### config.mk
export PLATFORM = sky130hd
export DESIGN_NAME = text_pixel_pipeline_flat
export DESIGN_NICKNAME = d
export VERILOG_FILES = /design/src/rtl/text_pixel_pipeline_if.sv /design/src/rtl/text_pixel_pipeline.sv /design/src/flat_wrapper.sv
export SDC_FILE = /design/constraint.sdc
export NUM_CORES = 1
export LEC_CHECK = 0
export ABC_CLOCK_PERIOD_IN_PS = 5100
export BUFFER_PORTS_ARGS = -buffer_cell sky130_fd_sc_hd__buf_4
export CAP_MARGIN = 20
export CORE_MARGIN = 5
export CORE_UTILIZATION = 46
export DETAILED_ROUTE_END_ITERATION = 7
export PLACE_DENSITY = 0.72
export SETUP_SLACK_MARGIN = 0.02
export SLEW_MARGIN = 20
export SYNTH_ARGS = -nofsm -noshare
export SYNTH_HDL_FRONTEND = slang
export SYNTH_SLANG_ARGS = --single-unit
### constraint.sdc
create_clock -name pixel_clk -period 5.1 [get_ports pixel_clk]
set_input_delay 0.51 -clock pixel_clk [delete_from_list [all_inputs] [get_ports pixel_clk]]
set_output_delay 0.51 -clock pixel_clk [all_outputs]
set_load 0.005 [all_outputs]
### src/rtl/text_pixel_pipeline_if.sv
`timescale 1ns/1ps
// Pixel-side bus of the text renderer: timing-generator inputs, VRAM/font read ports and video outputs.
// The slave modport is the renderer; the master modport is the surrounding controller.
interface text_pixel_pipeline_if;
  logic [9:0]  drawX;
  logic [9:0]  drawY;
  logic        hsync_i;
  logic        vsync_i;
  logic        vde_i;
  logic [31:0] ctrl;
  logic [9:0]  vram_addr;
  logic [31:0] vram_rdata;
  logic [10:0] font_addr;
  logic [7:0]  font_data;
  logic [3:0]  red;
  logic [3:0]  green;
  logic [3:0]  blue;
  logic        hsync_o;
  logic        vsync_o;
  logic        vde_o;

  modport slave (
    input  drawX, drawY, hsync_i, vsync_i, vde_i, ctrl, vram_rdata, font_data,
    output vram_addr, font_addr, red, green, blue, hsync_o, vsync_o, vde_o
  );

  modport master (
    output drawX, drawY, hsync_i, vsync_i, vde_i, ctrl, vram_rdata, font_data,
    input  vram_addr, font_addr, red, green, blue, hsync_o, vsync_o, vde_o
  );
endinterface

### src/rtl/text_pixel_pipeline.sv
`timescale 1ns/1ps
// 80x30 text-mode renderer with a fixed 3-cycle latency from timing inputs to RGB and syncs.
// Optional feature macro TEXT_BLINK_EN: inverse-video characters blink with a 64-frame period.
module text_pixel_pipeline #(
  parameter int unsigned COLS       = 80,
  parameter int unsigned ROWS       = 30,
  parameter logic [31:0] CTRL_RESET = 32'h0
) (
  input logic                  pixel_clk,
  input logic                  arstn,
  text_pixel_pipeline_if.slave bus
);
  localparam int unsigned COL_W = $clog2(COLS);
  localparam int unsigned ROW_W = $clog2(ROWS);

  logic [COL_W-1:0] col_s;
  logic [ROW_W-1:0] row_s;
  logic [11:0]      idx_s;
  logic [7:0]       char_s;
  logic [11:0]      fg_s;
  logic [11:0]      bg_s;
  logic             pix_on_s;
  logic             blink_off_s;
  logic             vsync_fall_s;
  logic             unused_s;

  logic [9:0]  vram_addr_q, vram_addr_d;
  logic [1:0]  byte_sel_q, byte_sel_d;
  logic [2:0]  pix_x0_q, pix_x0_d;
  logic [3:0]  glyph_row_q, glyph_row_d;
  logic [10:0] font_addr_q, font_addr_d;
  logic        inv_q, inv_d;
  logic [2:0]  pix_x1_q, pix_x1_d;
  logic [11:0] rgb_q, rgb_d;
  logic [2:0]  hs_pipe_q, hs_pipe_d;
  logic [2:0]  vs_pipe_q, vs_pipe_d;
  logic [2:0]  vde_pipe_q, vde_pipe_d;
  logic        vsync_prev_q, vsync_prev_d;
  logic [31:0] ctrl_latched_q, ctrl_latched_d;
`ifdef TEXT_BLINK_EN
  logic [5:0]  blink_cnt_q, blink_cnt_d;
`endif

  // S0: character cell index row*80+col split into VRAM word and byte lane
  always_comb begin
    col_s       = bus.drawX[3 +: COL_W];
    row_s       = bus.drawY[4 +: ROW_W];
    idx_s       = (12'(row_s) << 6) + (12'(row_s) << 4) + 12'(col_s);
    vram_addr_d = idx_s[11:2];
    byte_sel_d  = idx_s[1:0];
    pix_x0_d    = bus.drawX[2:0];
    glyph_row_d = bus.drawY[3:0];
  end

  // S1: pick the character byte and form the font ROM address
  always_comb begin
    case (byte_sel_q)
      2'd0:    char_s = bus.vram_rdata[7:0];
      2'd1:    char_s = bus.vram_rdata[15:8];
      2'd2:    char_s = bus.vram_rdata[23:16];
      default: char_s = bus.vram_rdata[31:24];
    endcase
    inv_d       = char_s[7];
    font_addr_d = {char_s[6:0], glyph_row_q};
    pix_x1_d    = pix_x0_q;
  end

  // S2: glyph bit, inversion/blink and colour select; vde_pipe_q[1] is this pixel's enable
  always_comb begin
    fg_s = ctrl_latched_q[24:13];
    bg_s = ctrl_latched_q[12:1];
`ifdef TEXT_BLINK_EN
    blink_off_s = inv_q & blink_cnt_q[5];
`else
    blink_off_s = 1'b0;
`endif
    pix_on_s = (bus.font_data[3'd7 - pix_x1_q] ^ inv_q) & ~blink_off_s;
    if (!vde_pipe_q[1]) begin
      rgb_d = 12'h000;
    end else if (pix_on_s) begin
      rgb_d = fg_s;
    end else begin
      rgb_d = bg_s;
    end
  end

  // Sync delay lines and the once-per-frame control capture on the vsync falling edge
  always_comb begin
    hs_pipe_d    = {hs_pipe_q[1:0], bus.hsync_i};
    vs_pipe_d    = {vs_pipe_q[1:0], bus.vsync_i};
    vde_pipe_d   = {vde_pipe_q[1:0], bus.vde_i};
    vsync_prev_d = bus.vsync_i;
    vsync_fall_s = vsync_prev_q & ~bus.vsync_i;
    if (vsync_fall_s) begin
      ctrl_latched_d = bus.ctrl;
    end else begin
      ctrl_latched_d = ctrl_latched_q;
    end
`ifdef TEXT_BLINK_EN
    if (vsync_fall_s) begin
      blink_cnt_d = blink_cnt_q + 6'd1;
    end else begin
      blink_cnt_d = blink_cnt_q;
    end
`endif
  end

  // Edge detector follows vsync_i even in reset so a low vsync at release is not seen as a fall
  always_ff @(posedge pixel_clk) begin
    vsync_prev_q <= vsync_prev_d;
  end

  // Pipeline and frame state registers with synchronous active-low reset
  always_ff @(posedge pixel_clk) begin
    if (!arstn) begin
      vram_addr_q    <= 10'd0;
      byte_sel_q     <= 2'd0;
      pix_x0_q       <= 3'd0;
      glyph_row_q    <= 4'd0;
      font_addr_q    <= 11'd0;
      inv_q          <= 1'b0;
      pix_x1_q       <= 3'd0;
      rgb_q          <= 12'h000;
      hs_pipe_q      <= 3'b111;
      vs_pipe_q      <= 3'b111;
      vde_pipe_q     <= 3'b000;
      ctrl_latched_q <= CTRL_RESET;
`ifdef TEXT_BLINK_EN
      blink_cnt_q    <= 6'd0;
`endif
    end else begin
      vram_addr_q    <= vram_addr_d;
      byte_sel_q     <= byte_sel_d;
      pix_x0_q       <= pix_x0_d;
      glyph_row_q    <= glyph_row_d;
      font_addr_q    <= font_addr_d;
      inv_q          <= inv_d;
      pix_x1_q       <= pix_x1_d;
      rgb_q          <= rgb_d;
      hs_pipe_q      <= hs_pipe_d;
      vs_pipe_q      <= vs_pipe_d;
      vde_pipe_q     <= vde_pipe_d;
      ctrl_latched_q <= ctrl_latched_d;
`ifdef TEXT_BLINK_EN
      blink_cnt_q    <= blink_cnt_d;
`endif
    end
  end

  assign bus.vram_addr = vram_addr_q;
  assign bus.font_addr = font_addr_q;
  assign bus.red       = rgb_q[11:8];
  assign bus.green     = rgb_q[7:4];
  assign bus.blue      = rgb_q[3:0];
  assign bus.hsync_o   = hs_pipe_q[2];
  assign bus.vsync_o   = vs_pipe_q[2];
  assign bus.vde_o     = vde_pipe_q[2];

  assign unused_s = ^{bus.drawY[9], ctrl_latched_q[31:25], ctrl_latched_q[0]};
endmodule

### src/flat_wrapper.sv
// flat-port wrapper written by rule: the top's interface ports become plain ports
module text_pixel_pipeline_flat 
#(
  parameter int unsigned COLS       = 80,
  parameter int unsigned ROWS       = 30,
  parameter logic [31:0] CTRL_RESET = 32'h0
)
  (pixel_clk, arstn, bus_drawX, bus_drawY, bus_hsync_i, bus_vsync_i, bus_vde_i, bus_ctrl, bus_vram_rdata, bus_font_data, bus_vram_addr, bus_font_addr, bus_red, bus_green, bus_blue, bus_hsync_o, bus_vsync_o, bus_vde_o);
  text_pixel_pipeline_if bus_i ();
  input logic pixel_clk;
  input logic arstn;
  input wire logic [$bits(bus_i.drawX)-1:0] bus_drawX;
  input wire logic [$bits(bus_i.drawY)-1:0] bus_drawY;
  input wire logic [$bits(bus_i.hsync_i)-1:0] bus_hsync_i;
  input wire logic [$bits(bus_i.vsync_i)-1:0] bus_vsync_i;
  input wire logic [$bits(bus_i.vde_i)-1:0] bus_vde_i;
  input wire logic [$bits(bus_i.ctrl)-1:0] bus_ctrl;
  input wire logic [$bits(bus_i.vram_rdata)-1:0] bus_vram_rdata;
  input wire logic [$bits(bus_i.font_data)-1:0] bus_font_data;
  output wire logic [$bits(bus_i.vram_addr)-1:0] bus_vram_addr;
  output wire logic [$bits(bus_i.font_addr)-1:0] bus_font_addr;
  output wire logic [$bits(bus_i.red)-1:0] bus_red;
  output wire logic [$bits(bus_i.green)-1:0] bus_green;
  output wire logic [$bits(bus_i.blue)-1:0] bus_blue;
  output wire logic [$bits(bus_i.hsync_o)-1:0] bus_hsync_o;
  output wire logic [$bits(bus_i.vsync_o)-1:0] bus_vsync_o;
  output wire logic [$bits(bus_i.vde_o)-1:0] bus_vde_o;
  assign bus_i.drawX = bus_drawX;
  assign bus_i.drawY = bus_drawY;
  assign bus_i.hsync_i = bus_hsync_i;
  assign bus_i.vsync_i = bus_vsync_i;
  assign bus_i.vde_i = bus_vde_i;
  assign bus_i.ctrl = bus_ctrl;
  assign bus_i.vram_rdata = bus_vram_rdata;
  assign bus_i.font_data = bus_font_data;
  assign bus_vram_addr = bus_i.vram_addr;
  assign bus_font_addr = bus_i.font_addr;
  assign bus_red = bus_i.red;
  assign bus_green = bus_i.green;
  assign bus_blue = bus_i.blue;
  assign bus_hsync_o = bus_i.hsync_o;
  assign bus_vsync_o = bus_i.vsync_o;
  assign bus_vde_o = bus_i.vde_o;
  text_pixel_pipeline #(.COLS(COLS), .ROWS(ROWS), .CTRL_RESET(CTRL_RESET)) u_core (.pixel_clk(pixel_clk), .arstn(arstn), .bus(bus_i));
endmodule
# Word level (Yosys, flattened, before mapping)
# Index checks and enable logic that the tools add are counted.
[totals] in_bits=97 mem_bits_rw=0 latch_bits=0 word_cells=28 romBits=0 mem_count=0 out_inout_bits=36 ff_bits=81
[op_classes] n_eq_ne=2 magnitude_cmp=1 n_reduce_logical=2 addsub=3 mux=4 shift=0 n_bitwise=3 div_mod_pow=0 multipliers=0
[ops] op="$pmux 8 s3" n=1
[ops] op="$add 11x9->12" n=1
[ops] op="$add 12x7->12" n=1
[ops] op="$mux 12" n=1
[ops] op="$lt 3x4->1 const B" n=1
[ops] op="$bmux 1 s3" n=1
[ops] op="$sub 3x3->3 const A" n=1
[ops] op="$eq 2x1->1 const B" n=1
[ops] op="$eq 2x2->1 const B" n=1
[ops] op="$logic_not 2->1" n=1
[ops] op="$reduce_and 2->1" n=1
[ops] op="$and 1x1->1" n=1
[ops] op="$mux 1" n=1
[ops] op="$not 1->1" n=1
[ops] op="$xor 1x1->1" n=1

# Depth between registers and ports, before layout
[logic_depth] ltp_word=5 depth_mapped=8 ltp_nobuf=8

# Least setup slack after synthesis
# Ideal clock, no wire load.
[synth_timing] path_kind="input-to-reg" from="in bus_drawY[4]" to="reg u_core.vram_addr_q[6], in the netlist u_core.bus.vram_addr[6]" t_required_ps=4985 slack_ps=2969 setup_time_ps=115 n_path_buf=0 arrival_ps=2016 cell_stages=8 cell_sequence="inv_1 -> fa_1 -> inv_1 -> ha_1 -> a21o_1 -> a21oi_1 -> xnor2_1 -> and2_1"
[synth_via] elab_chain_cells=2
[synth_lines] item="start: declaration" line_no="flat_wrapper.sv:13" rtl="input wire logic [$bits(bus_i.drawY)-1:0] bus_drawY;"
[synth_lines] item="$add 11x9->12" line_no="text_pixel_pipeline.sv:48" rtl="idx_s = (12'(row_s) << 6) + (12'(row_s) << 4) + 12'(col_s);"
[synth_lines] item="$add 12x7->12" line_no="text_pixel_pipeline.sv:48"
[synth_lines] item="end signal: assignment" line_no="text_pixel_pipeline.sv:132" rtl="vram_addr_q <= vram_addr_d;"
[synth_lines] item="end: declaration" line_no="text_pixel_pipeline.sv:27" rtl="logic [9:0] vram_addr_q, vram_addr_d;"
# No other way between the ends.
# A chain may end at the register's enable or synchronous reset.

# Worst setup path in the final report
[layout_timing] from="reg u_core.pix_x1_q[1]" to="reg u_core.rgb_q[8]"
[layout_via] elab_chain_cells=5
[layout_lines] item="start: declaration" line_no="text_pixel_pipeline.sv:33" rtl="logic [2:0] pix_x1_q, pix_x1_d;"
[layout_lines] item="start signal: assignment" line_no="text_pixel_pipeline.sv:138" rtl="pix_x1_q <= pix_x1_d;"
[layout_lines] item="$sub 3x3->3" line_no="text_pixel_pipeline.sv:77" rtl="pix_on_s = (bus.font_data[3'd7 - pix_x1_q] ^ inv_q) & ~blink_off_s;"
[layout_lines] item="$bmux 1 s3" line_no="text_pixel_pipeline.sv:77"
[layout_lines] item="$mux 1 (implied by the code)" line_no="text_pixel_pipeline.sv:77"
[layout_lines] item="$xor 1x1->1" line_no="text_pixel_pipeline.sv:77"
[layout_lines] item="$mux 12" line_no="text_pixel_pipeline.sv:80" rtl="end else if (pix_on_s) begin"
[layout_lines] item="end signal: assignment" line_no="text_pixel_pipeline.sv:139" rtl="rgb_q <= rgb_d;"
[layout_lines] item="end: declaration" line_no="text_pixel_pipeline.sv:34" rtl="logic [11:0] rgb_q, rgb_d;"
# No other way between the ends. The select of a mux whose other input is x is not followed.

==> metrics.md <==
| Metric | Value |
|---|---|
| Post-route cell area | `4490 sq um` |
| Fin worst setup slack | `2.95 ns` |
| Initial antenna violation count | `0` |
| Layout cells sized above 1 | `32.7%` |
| Max-cap viol count | `0` |
| Final Skew | `between 0.01 and 0.015 ns` |
| Number of setup violations in the final report | `0` |
| Critical R2R Launch | `u_core.pix_x1_q[1]$_SDFF_PN0_` |
| Run status | `completed` |
| Synth Instances | `roughly 340` |
| Fin crit share | `42.1%` |
| Hold Crit Start | `bus_vsync_i` |
| Initial Utilization | `46.9%` |
| Detail-routed via count per cell | `4.93` |
| Detailed placement HPWL | `5700 um` |
| Vias | `between 2000 and 3000` |
| Synth warnings | `0` |
| Rows | `31` |
| Routed wire length | `7720 um` |
| Routed WL per cell | `13.9 um` |
| Clock tree root buffer cell | `clkbuf_8` |
| PwrDens | `289 nW/um^2` |
| CTS Buf Count | `9` |
| Vias in the first global route | `2631` |
| Die Wd | `between 90 and 100 um` |
| Worst path arrival time | `2.42 ns` |
| First-pass detailed-route iteration total | `4` |
| IO Count | `between 100 and 150` |
| Max frequency | `0.466 GHz` |
| Hold_ws | `0.294 ns` |
| TritonCTS clock tree | `built` |
| Worst-Skew Late Latency | `0.34 ns` |
| Post-DRT Antenna Nets | `0` |
| # Post-CTS Setup Buffers | `0` |
| Fill count | `630` |
| Tmin final | `2.15 ns` |
| Post-cts repair resize count | `0` |
| Synth Area per Inst | `9.89 sq um` |
| Worst path max stage delay | `0.79 ns` |
| GPL Wtd Cong | `around 0.76` |
| Setup slack after placement | `2.73 ns` |
| NumNets Final | `approximately 560` |
| Worst-path maximum fanout | `36` |
| Register area share after synthesis | `a little under half` |
| Die Height | `95.7 um` |
| Initial drt markers | `118` |
| Crit path cell chain | `mux4_2 > mux2i_4 > nand4b_1 > nand3_1` |
| Max_slew headroom | `32.7%` |
| GRT Total Usage | `17.1%` |
| Grt total ovfl | `0` |
| CTS max path bufs | `2` |
| Full die area | `9160 sq um` |
| Crit path from | `u_core.pix_x1_q[1]$_SDFF_PN0_` |
| Worst Path Required | `roughly 5.4 ns` |
| First-pass GRT wire length | `approximately 12000 um` |
| Yosys cell types | `31` |
| Most frequent cells in the layout | `124 x buf_4, 79 x dfxtp_1, 61 x nand2_1` |
| RSZ-0062 raised after global routing | `no` |
| Critical Path End Type | `flop` |
| Area Overhead vs Synth | `32.8%` |
| # hold bufs at CTS | `0` |
| Slew Limit Fails | `0` |
| Cell area after synthesis | `approximately 3400 sq um` |
| Clk sinks | `80` |
| DRC viols | `0` |
| Hold/Removal Path Class | `in2reg` |
| H-tree depth | `3` |
| WP buf/inv | `0` |
| Reg clk slew, reported paths | `0.08 ns` |
| Max IR drop VDD | `0.192 mV` |
| I/O Buffers | `123` |
| Critical path class | `reg2reg` |
| FF+latch count, synth | `80` |
| Post-Syn Nets | `450` |
| Core area | `7210 sq um` |
| Slew @ Worst Pin | `0.988 ns` |
| Final setup TNS | `0 ns` |
| Fin. Hold Viols | `0` |
| Lkg Pwr | `~1.9 nW` |
| Diode count | `0` |
| Post-DP Area | `4310 sq um` |
| Leading cell type in the layout, fill and taps excluded | `buf_4` |
| Worst setup SP type | `flop` |
| Largest net degree at the start of global routing | `71` |
| Top delay family on crit path | `multiplexers` |
| Slowest-stage cell, CP | `mux2i_4` |
## worst reg2reg max path, stage by stage, from the launching register on
cell      delay (ns)
dfxtp_1         0.38
mux4_2          0.54
mux2i_4         0.79
nand4b_1        0.23
nand3_1         0.15
## layer usage
layer | share of wire (%) | track usage, %
met1 | 41 | 20.0
met2 | 49 | 27.6
met3 | 8.4 | 7.90
met4 | 1.8 | 6.16
met5 | 0 | 0
## layout make-up
class / instances / area (sq um) / share of cell area [%]
inverters: 9 / 33.8 / 0.752
flip-flops and latches: 80 / 1600 / 35.7
well taps: 99 / 124 / 2.76
clock inverters: 3 / 43.8 / 0.975
clock buffers: 12 / 135 / 3.01
multi-input cells: 227 / 1620 / 36.1
repair buffers: 124 / 931 / 20.7
## synthesized netlist by cell type
cell | instances | area share (%)
clkbuf_1 | 18 | 2.0
and2_1 | 31 | 5.7
mux4_2 | 10 | 6.7
inv_1 | 8 | 0.89
nor4bb_1 | 2 | 0.59
a21oi_1 | 2 | 0.30
dfxtp_1 | 80 | 47
o211a_1 | 1 | 0.30
o21ai_0 | 1 | 0.15
or3_1 | 1 | 0.19
nor2b_1 | 5 | 0.93
buf_2 | 4 | 0.59
a21boi_1 | 24 | 5.3
nand4_1 | 13 | 2.4
a211o_1 | 12 | 3.1
buf_6 | 3 | 1.0
nand4b_1 | 12 | 3.1
nor3_1 | 1 | 0.15
inv_2 | 1 | 0.11
ha_1 | 9 | 3.3
xnor2_1 | 1 | 0.26
buf_1 | 1 | 0.11
nand2_1 | 61 | 6.8
nand3b_1 | 1 | 0.22
o21a_1 | 2 | 0.44
nand3_1 | 13 | 1.9
a21o_1 | 1 | 0.22
nor3b_1 | 2 | 0.44
nand2b_1 | 19 | 3.5
fa_1 | 2 | 1.2
mux2i_4 | 1 | 0.67
## state kept, by name (all words and copies together), names as in the netlist
register,flops
u_core.ctrl_latched_q,24
u_core.rgb_q,12
u_core.bus.font_addr,11
u_core.byte_sel_q,2
u_core.bus.vram_addr,10
u_core.hs_pipe_q,3
u_core.pix_x0_q,3
u_core.vs_pipe_q,3
u_core.vsync_prev_q,1
u_core.glyph_row_q,4
u_core.inv_q,1
u_core.pix_x1_q,3
u_core.vde_pipe_q,3
## power by group
group / switching [mW] / internal [mW] / total (mW)
Combinational: 0.0714 / 0.112 / 0.183
Clock: 0.211 / 0.224 / 0.435
Sequential: 0.0224 / 0.657 / 0.679
Total: 0.305 / 0.993 / 1.30
## metrics by stage
step	cells	power [mW]	utilization, %
CTS	554	1.31	62.2
floorplan	342	0.789	-
detailed placement	539	0.879	59.7
global route	554	1.36	62.2
global placement	539	0.873	59.7
finish	554	1.30	62.2
## cells by family after synthesis
| family | synth area share (%) |
|---|---|
| and+or+nand+nor | 26.0 |
| buffers and inverters | 4.70 |
| AOI/OAI and AO/OA | 9.84 |
| DFF | 47.4 |
| muxes | 7.33 |
| adders and majority gates | 4.52 |
| xor gates and xnor gates | 0.259 |
## worst paths after layout
path / depth (start not counted) / slack, ns / end
worst min-delay path: 1 / 0.29 / u_core.vsync_prev_q$_DFF_P_
worst min register to register: 1 / 0.41 / u_core.hs_pipe_q[1]$_SDFF_PN1_
worst max-delay path: 4 / 2.95 / u_core.rgb_q[8]$_SDFF_PN0_
worst max register to register: 4 / 2.95 / u_core.rgb_q[8]$_SDFF_PN0_
No activity file was read; power rests on OpenSTA's default activity.
